**src/rtl/multicycle_add_sub.sv**
```systemverilog
// Multi-cycle adder/subtractor: one CHUNK-bit slice per clock, rippling the carry
// through a register. Produces NZCV flags once the last slice has been processed.
module multicycle_add_sub #(
    parameter int WIDTH = 64,
    parameter int CHUNK = 16
) (
    input  logic             clk,
    input  logic             rst_n,
    input  logic             in_valid,
    output logic             in_ready,
    input  logic [WIDTH-1:0] a_in,
    input  logic [WIDTH-1:0] b_in,
    input  logic [1:0]       op,
    input  logic             carry_in,
    output logic [WIDTH-1:0] result,
    output logic [3:0]       flags,
    output logic             out_valid,
    input  logic             out_ready,
    output logic             busy
);

    // state | meaning
    // IDLE  | waiting for in_valid; in_ready=1
    // RUN   | one slice per edge, slice index in k_q
    // DONE  | result/flags valid, held until out_ready

    localparam int NCHUNK = WIDTH / CHUNK;
    localparam int KW     = (NCHUNK > 1) ? $clog2(NCHUNK) : 1;
    localparam logic [KW-1:0] K_LAST = KW'(NCHUNK - 1);

    localparam logic [1:0] OP_ADD = 2'b00;
    localparam logic [1:0] OP_SUB = 2'b01;

    typedef enum logic [1:0] {
        IDLE = 2'b00,
        RUN  = 2'b01,
        DONE = 2'b10
    } state_t;

    state_t            state_q;
    state_t            state_d;

    logic [WIDTH-1:0]  a_q;
    logic [WIDTH-1:0]  b_q;
    logic              carry_q;
    logic [KW-1:0]     k_q;
    logic [WIDTH-1:0]  result_q;
    logic [3:0]        flags_q;

    logic              accept;
    logic              step;
    logic              last_step;
    logic              init_carry;

    int unsigned       chunk_lo;
    logic [CHUNK-1:0]  a_chunk;
    logic [CHUNK-1:0]  b_chunk;
    logic [CHUNK-1:0]  chunk_sum;
    logic              chunk_cout;
    logic              msb_cin;
    logic [WIDTH-1:0]  result_d;
    logic [3:0]        flags_d;

    assign accept    = (state_q == IDLE) && in_valid;
    assign step      = (state_q == RUN);
    assign last_step = step && (k_q == K_LAST);

    always_comb begin
        init_carry = carry_in;
        if (op == OP_ADD) begin
            init_carry = 1'b0;
        end else if (op == OP_SUB) begin
            init_carry = 1'b1;
        end
    end

    // Current slice: add, then splice into the running result
    always_comb begin
        chunk_lo = int'(k_q) * CHUNK;
        a_chunk  = a_q[chunk_lo +: CHUNK];
        b_chunk  = b_q[chunk_lo +: CHUNK];
        {chunk_cout, chunk_sum} = {1'b0, a_chunk} + {1'b0, b_chunk}
                                + {{CHUNK{1'b0}}, carry_q};
        // Carry into the slice MSB, recovered from the sum bit
        msb_cin  = a_chunk[CHUNK-1] ^ b_chunk[CHUNK-1] ^ chunk_sum[CHUNK-1];
        result_d = result_q;
        result_d[chunk_lo +: CHUNK] = chunk_sum;
        flags_d  = {result_d[WIDTH-1], ~|result_d, chunk_cout, msb_cin ^ chunk_cout};
    end

    always_ff @(posedge clk) begin
        if (!rst_n) begin
            state_q <= IDLE;
        end else begin
            state_q <= state_d;
        end
    end

    always_comb begin
        state_d = state_q;
        case (state_q)
            IDLE: if (in_valid) state_d = RUN;
            RUN:  if (k_q == K_LAST) state_d = DONE;
            DONE: if (out_ready) state_d = IDLE;
            default: state_d = IDLE;
        endcase
    end

    always_comb begin
        in_ready  = (state_q == IDLE);
        busy      = (state_q == RUN) || (state_q == DONE);
        out_valid = (state_q == DONE);
    end

    // B is stored pre-inverted for SUB/SBC so RUN is a plain add
    always_ff @(posedge clk) begin
        if (!rst_n) begin
            a_q      <= '0;
            b_q      <= '0;
            carry_q  <= 1'b0;
            k_q      <= '0;
            result_q <= '0;
            flags_q  <= '0;
        end else if (accept) begin
            a_q     <= a_in;
            b_q     <= op[0] ? ~b_in : b_in;
            carry_q <= init_carry;
            k_q     <= '0;
        end else if (step) begin
            result_q <= result_d;
            carry_q  <= chunk_cout;
            if (last_step) begin
                k_q     <= '0;
                flags_q <= flags_d;
            end else begin
                k_q <= k_q + KW'(1);
            end
        end
    end

    assign result = result_q;
    assign flags  = flags_q;

endmodule

```
**config.mk**
```make
export PLATFORM = sky130hd
export DESIGN_NAME = multicycle_add_sub
export DESIGN_NICKNAME = d
export VERILOG_FILES = /design/src/rtl/multicycle_add_sub.sv
export SDC_FILE = /design/constraint.sdc
export NUM_CORES = 1
export LEC_CHECK = 0
export CORE_UTILIZATION = 55
export DETAILED_ROUTE_END_ITERATION = 10
export GPL_ROUTABILITY_DRIVEN = 1
export GPL_TIMING_DRIVEN = 0
export PLACE_DENSITY_LB_ADDON = 0.3
export SYNTH_ARGS = -nofsm -noshare
export SYNTH_HDL_FRONTEND = slang
export SYNTH_SLANG_ARGS = --single-unit
```
**constraint.sdc**
```tcl
create_clock -name clk -period 11.5 [get_ports clk]
set_input_delay 1.15 -clock clk [delete_from_list [all_inputs] [get_ports clk]]
set_output_delay 1.15 -clock clk [all_outputs]
set_load 0.005 [all_outputs]
```
* After elaboration in Yosys (flattened, before gate mapping)
Index checks and enable logic that the tools add are counted.
** Word-level totals
- Register bits :: 201
- Word-level logic and storage cells :: 51
** Cells by class
- Muxes and demuxes :: 11
- Add/subtract/negate cells :: 4
- Bitwise operators :: 6
- Equality and inequality tests :: 7
- Reduce and logical (&&, ||, !) cells :: 12
- Shift-type cells :: 4
** Operator list (count)
- variable part select 64 x 7 -> 16 bit :: 2
- bitwise mux 64 bit :: 1
- two-way mux 64 bit :: 1
- inverter 64 bit :: 1
- OR reduction 64 bit :: 1
- variable shift 16 x 34 -> 64 bit, first input constant :: 1
- variable part select 16 x 34 -> 64 bit :: 1
- negator 6 -> 34 bit :: 1
- adder 16 x 16 -> 17 bit :: 1
- adder 17 x 1 -> 17 bit :: 1
- two-way mux 2 bit :: 4
- one-hot mux 2 bit (3 select lines) :: 1
- AND reduction 3 bit :: 2
- equality test 2 x 1 -> 1 bit, second input constant :: 2
- equality test 2 bit, second input constant :: 2
- zero test 2 bit :: 2
- two-way mux 1 bit :: 4
- inequality test 2 x 1 -> 1 bit, second input constant :: 2
- bitwise XOR 1 bit :: 3
- adder 2 x 1 -> 2 bit, second input constant :: 1
- logical AND 1 bit :: 2
- inequality test 2 bit, second input constant :: 1
- inverter 1 bit :: 2
- AND reduction 2 bit :: 1
- other kinds (4) :: 4

* Longest topological paths before layout
Gate-level depths: netlist of the first run.
- Depth in word-level cells :: 7
- Mapped depth :: 13
- Depth with buffers taken out :: 11

* Worst setup path before layout of the first run
OpenSTA, ideal clock, no wires.
- Path type :: register -> register
- Start point :: register k_q[0]
- End point :: register flags_q[2] (netlist: flags[2])
- Path slack :: 7.335 ns
- Cell stages (with the launch flop) :: 14
- Arrival time :: 4.080 ns
- Data required time :: 11.416 ns
- Cells stage by stage :: dfxtp_1 > buf_2 > buf_1 > mux4_2 > fa_1 > fa_1 > a21o_1 > a221oi_2 > o2bb2ai_2 > a211oi_2 > xnor2_1 > or3b_1 > o31a_1 > o31ai_2
** On the way
- Cells in the longest elaborated chain, start to end :: 7
** Ends and longest elaborated chain
- start, declared :: RTL line 46 : logic [KW-1:0] k_q;
- start signal, assigned :: RTL line 136 : k_q <= k_q + KW'(1);
- variable part select 64 x 7 -> 16 bit, on equally long branches :: RTL line 80, 81
- adder 16 x 16 -> 17 bit :: RTL line 82 : {chunk_cout, chunk_sum} = {1'b0, a_chunk} + {1'b0, b_chunk}
- adder 17 x 1 -> 17 bit :: RTL line 83 : + {{CHUNK{1'b0}}, carry_q};
- variable part select 16 x 34 -> 64 bit :: RTL line 87 : result_d[chunk_lo +: CHUNK] = chunk_sum;
- bitwise mux 64 bit :: RTL line 87
- OR reduction 64 bit :: RTL line 88 : flags_d = {result_d[WIDTH-1], ~|result_d, chunk_cout, msb_cin ^ chunk_cout};
- zero test 1 bit :: RTL line 88
- end signal, assigned :: RTL line 134 : flags_q <= flags_d;
- end, declared :: RTL line 48 : logic [3:0] flags_q;
Parallel ways exist; a longest one is shown, timed or not.
A chain may end at the register's enable or synchronous reset.

* Final worst setup path of the first run
Same ends and word-level chain as after synthesis.

==> results of run 1 <==
## worst max path at each step
stage	startpoint	to	slack (ps)	cells past startpoint
3_3_place_gp	k_q[0]	flags[2]	6580	12
2_1_floorplan	k_q[0]	flags[2]	7340	13
6_report	k_q[0]	flags[2]	6280	12
5_1_grt	k_q[0]	flags[2]	6010	12
3_5_place_dp	k_q[0]	flags[2]	6500	12
4_1_cts	k_q[0]	flags[2]	6430	12
## routing by layer
layer	up-vias	wire length, microns	GRT usage
met5	-	0	0
met4	0	1610	0.173
met3	115	2160	0.0429
met2	503	13900	0.548
met1	4286	11200	0.411
li1	4209	-	-
## state kept, by name, summed over array words and instances (netlist names)
signal,flops
a_q,64
flags,4
state_q,2
result,64
carry_q,1
k_q,2
b_q,64
## logic make-up after synthesis
family,after synthesis,share of synthesized area
flip-flops,201,0.427
AND/OR/NAND/NOR,368,0.162
buffers and inverters,93,0.0372
adder cells (fa/ha/maj),26,0.0361
XOR/XNOR,75,0.0698
multiplexers,36,0.0808
AO/OA/AOI/OAI,263,0.187
## tightest hold or removal path, stage by stage (launching register included)
cell and delay (ps):
dfxtp_1 310, nand2_1 50, a21oi_1 50
## cells in the final DEF (no fill, tap or decap), types with 4 or more instances in the layout
cell type and count:
clkdlybuf4s50_1 204, dfxtp_1 201, nor2_1 174, nand2_1 146, a21oi_1 97, xnor2_1 74
clkbuf_1 70, a211oi_1 69, a22oi_1 41, mux4_2 32, ha_1 24, clkbuf_16 21
inv_1 15, nor4_1 13, o21ai_0 11, buf_1 9, clkbuf_8 7, and2_1 6
mux2i_1 4, a21o_1 4, o21a_1 4, a31oi_1 4, a2bb2oi_1 4, clkinv_2 4
## through the flow
stage,setup WS [ps],utilization,std cells
floorplan,7340,-,1062
global placement,6580,0.705,1486
detailed placement,6500,0.705,1486
CTS,6430,0.746,1522
global route,6010,0.746,1522
finish,6280,0.746,1522
## report_power, final
| group | leakage [nW] | total, mW | switching (mW) | internal, mW |
|---|---|---|---|---|
| Combinational | 2.46 | 1.01 | 0.623 | 0.391 |
| Clock | 0.342 | 0.676 | 0.275 | 0.401 |
| Sequential | 1.65 | 0.889 | 0.0745 | 0.815 |
## cell type report
| cell class | instances | area (sq um) |
|---|---|---|
| plain buffers | 77 | 290 |
| clock buffers | 31 | 633 |
| clock inverters | 5 | 50.0 |
| fillers | 1219 | 4230 |
| inverters | 16 | 60.1 |
| multi-input cells | 768 | 5040 |
| flip-flops and latches | 201 | 4020 |
| well taps | 220 | 275 |
| repair buffers | 204 | 2040 |
==> impl_metrics.toml, run 1 <==
[detailed_routing]
drt_pass1_iterations = 5
drt-initial-drc-count = 825
drc = 0
vias = 9113
ant_nets = 0
totalWireLength_mm = 28.8
wl_per_cell_microns = 18.9
viasPerCell = 5.99

[place]
gp_congestion = 0.975
postPlaceCellArea_sq_um = 11700
portBuffers = 204
dpl.hpwl_mm = 21.3

[synthesis]
synth-edff-count = 0
synth_commonest_cells = "201 x dfxtp_1, 174 x nor2_1, 146 x nand2_1"
yosys_warnings = 0
ys_async_sr_fraction = 0
ys.flop_type = "dfxtp_1"
synth_cell_types = 61
synthCells = 1062
syn-cell-area_sq_um = 9420
synth.top_cell.area_share = 0.427
yosysMostFrequentCell = "dfxtp_1"
yosys.area.top_type = "dfxtp_1"
yosysSeqAreaShare = 0.427
ys_ff_latch = 201
synth_area_leaders = "dfxtp_1 43%, mux4_2 7.7%, nor2_1 6.9%"
avgSynthCellArea_sq_um = 8.87
syn_nets = 1223

[min_path]
holdPathEnd = "a_q[61]"
hp-class = "reg2reg"
hold_start = "a_q[61]"
hold_depth = 2

[sta]
relSlewSlack = 0.285
fin_crit_ps = 5220
fin_crit_sh = 0.454
holdWs_ps = 451
drv_slew = 0
worst_pin_slew_ps = 1060
skew_ps = 9.82
hold_violations = 0
grt_setup_unrepaired = "false"
finalSetupViolations = 0
finalSetupTns_ps = 0
max_freq_mhz = 192

[clock_tree]
cts_root_buf = "clkbuf_16"
tritoncts = "built"
ctsResizeCount = 0
clk_latency_ps = 490
cts_buffers = 21
htree_levels = 1
hold_buffers = 0
clockBufferDepth = 3
cts.sinks = 201
clk_pin_slew_ps = 60
cts_setup_buffers = 0

[worst_setup_path]
required_ps = 11910
r2r_start = "k_q[0]"
critPathKind = "reg2reg"
path_cells = "buf_2, buf_1, mux4_2, ha_1, a21o_1, a31o_2, o21ai_1, o21ai_0, xnor2_1, or3b_1, o31a_1, o31ai_2"
endpoint_kind = "flip-flop"
slowest_stage = "buf_1"
timing.rr.end = "flags[2]"
rr_worst_depth = 12
arrival_ps = 5620
cp_max_fo = 10
cp-start-kind = "flip-flop"
path_buf_inv = 2
cp_top_family = "compound AO/OA/AOI/OAI gates"
ff2ff_setup_slack_ps = 6280
cpPeakStageDelay_ps = 770

[die]
initial_utilization = 0.566
core_sq_um = 16600
fp.dieW_microns = 133
fp-row-count = 47
ios = 206
die_area_sq_um = 17600
die_y_microns = 133

[power]
peakVddDrop_mv = 0.121
power_mw = 2.58
p_per_area_nw_per_um2 = 208
leakage_nw = 4.44

[finish]
final_nets = 1450
diodes = 0
area_growth_pct = 31.9
design_area_sq_um = 12400
layout-drive-gt1-share = 0.0576

[global_routing]
grt_pass1_vias = 8816
track_usage = 0.327
grt_max_degree = 14
grt-ovfl-total = 0
grt_pass1_wl_mm = 45.6
antenna_found_initial = 0

[flow_run]
maxCapViolCount = 0

[status]
run_status = "complete, no violations"
(Power assumes the default switching activity.)
==> inputs of run 2 (changes only) <==
CORE_UTILIZATION = 51   (was 55)
clock period = 5.42 ns   (was 11.5 ns; I/O delays follow)
==> run 2 against run 1 <==
Net effect:
- largest cell class unchanged
- final cell count increased by 0.66%
- via count decreased by 2.3%
- clock skew about the same
- maximum frequency increased by 2.6%
==> impl_metrics.toml, run 2 (synthesis gave the netlist of run 1 again) <==
[worst_setup_path]
cp_max_fo = 10
slowest_stage = "buf_1"
critPathKind = "reg2reg"
path_buf_inv = 2
arrival_ps = 5500
required_ps = 5840
cpPeakStageDelay_ps = 770
endpoint_kind = "flip-flop"
path_cells = "buf_2, buf_1, mux4_2, ha_1, a21o_1, a31o_2, o21ai_1, o21ai_0, xnor2_1, or3b_1, o31a_1, o31ai_2"
cp-start-kind = "flip-flop"
cp_top_family = "compound AO/OA/AOI/OAI gates"

[die]
core_sq_um = 18000
die_area_sq_um = 19000
fp-row-count = 49
ios = 206
die_y_microns = 138
initial_utilization = 0.522
fp.dieW_microns = 138

[finish]
area_growth_pct = 31.9
final_cell_mix = "204 x clkdlybuf4s50_1, 201 x dfxtp_1, 174 x nor2_1"
design_area_sq_um = 12400
fin_cells = 1532
layout_commonest_cell = "clkdlybuf4s50_1"
layout-drive-gt1-share = 0.0583
diodes = 0
final_nets = 1450
utilization = 0.689

[clock_tree]
clk_latency_ps = 500
cts.sinks = 201
clk_pin_slew_ps = 60
tritoncts = "built"
ctsResizeCount = 0
cts_root_buf = "clkbuf_16"
clockBufferDepth = 3
htree_levels = 1
cts_setup_buffers = 0
hold_buffers = 0
cts_buffers = 21

[sta]
holdWs_ps = 453
drv_slew = 0
fin_crit_ps = 5090
max_freq_mhz = 197
fin_crit_sh = 0.938
relSlewSlack = 0.267
grt_setup_unrepaired = "false"
worst_pin_slew_ps = 1090
skew_ps = 9.61
hold_violations = 0
fin_ws_ps = 335
finalSetupTns_ps = 0
finalSetupViolations = 0

[power]
peakVddDrop_mv = 0.269
power_mw = 5.44
leakage_nw = 4.43
p_per_area_nw_per_um2 = 438

[flow_run]
maxCapViolCount = 0

[place]
dpl.hpwl_mm = 21.6
portBuffers = 204
dp_cells = 1495
gp_congestion = 0.970
postPlaceCellArea_sq_um = 11700
place_ws_ps = 422

[detailed_routing]
viasPerCell = 5.81
wl_per_cell_microns = 18.5
vias = 8902
drt-initial-drc-count = 658
drt_pass1_iterations = 5
totalWireLength_mm = 28.4
ant_nets = 0
drc = 0

[global_routing]
grt_pass1_wl_mm = 43.1
grt_pass1_vias = 8395
antenna_found_initial = 0
track_usage = 0.297
grt_max_degree = 15
grt-ovfl-total = 0

[min_path]
hp-class = "reg2reg"

[status]
run_status = "complete, no violations"
run 2: cell types whose count changed in the layout (fill, tap and decap cells not counted), sizes merged:
cell      before  now
clkbuf        98   96
clkinv         4    5
clkinvlp       0    2
run 2: worst register-to-register path, delay by kind of cell, from the launching register on:
kind	cells	cell delay, ps
buf+inv	2	1120
simple gates	1	410
compound gates	6	1350
mux	1	640
flops	1	430
fa+ha+maj	1	390
xor+xnor	1	690
run 2: final timing paths:
kind / start / cells after the start / end / slack, ps
setup / recovery: k_q[0] / 12 / flags[2] / 330
hold / removal: a_q[19] / 2 / a_q[19] / 450
setup reg to reg: k_q[0] / 12 / flags[2] / 330
hold reg to reg: a_q[19] / 2 / a_q[19] / 450
run 2: report_power, final:
group          internal, mW  switching (mW)
combinational         0.831            1.31
clock                 0.828           0.583
sequential             1.73           0.153
run 2: cell type report:
class / instances / area, sq um
plain buffers: 77 / 290
clock buffers: 29 / 606
clock inverters: 8 / 70.1
fillers: 1484 / 5610
inverters: 16 / 60.1
multi-input cells: 768 / 5040
flip-flops and latches: 201 / 4020
well taps: 229 / 287
repair buffers: 204 / 2040
run 2: routing by layer:
| layer | part of all wire | track usage |
|---|---|---|
| met1 | 0.41 | 0.378 |
| met3 | 0.073 | 0.0409 |
| met5 | 0 | 0 |
| met2 | 0.48 | 0.499 |
| met4 | 0.042 | 0.134 |
==> inputs of run 3 (changes only) <==
CORE_UTILIZATION = 55   (was 51)
clock period = 6.31 ns   (was 5.42 ns; I/O delays follow)
==> results of run 3 <==
Same layout as run 1 (identical final DEF). Status: complete, no violations.
Among the figures that moved: setup slack after placement 6500 ps -> 1310 ps; setup slack after layout 6280 ps -> 1090 ps; register-to-register setup slack 6280 ps -> 1090 ps; total power 2.58 mW -> 4.70 mW; worst IR drop on VDD 0.121 mV -> 0.220 mV
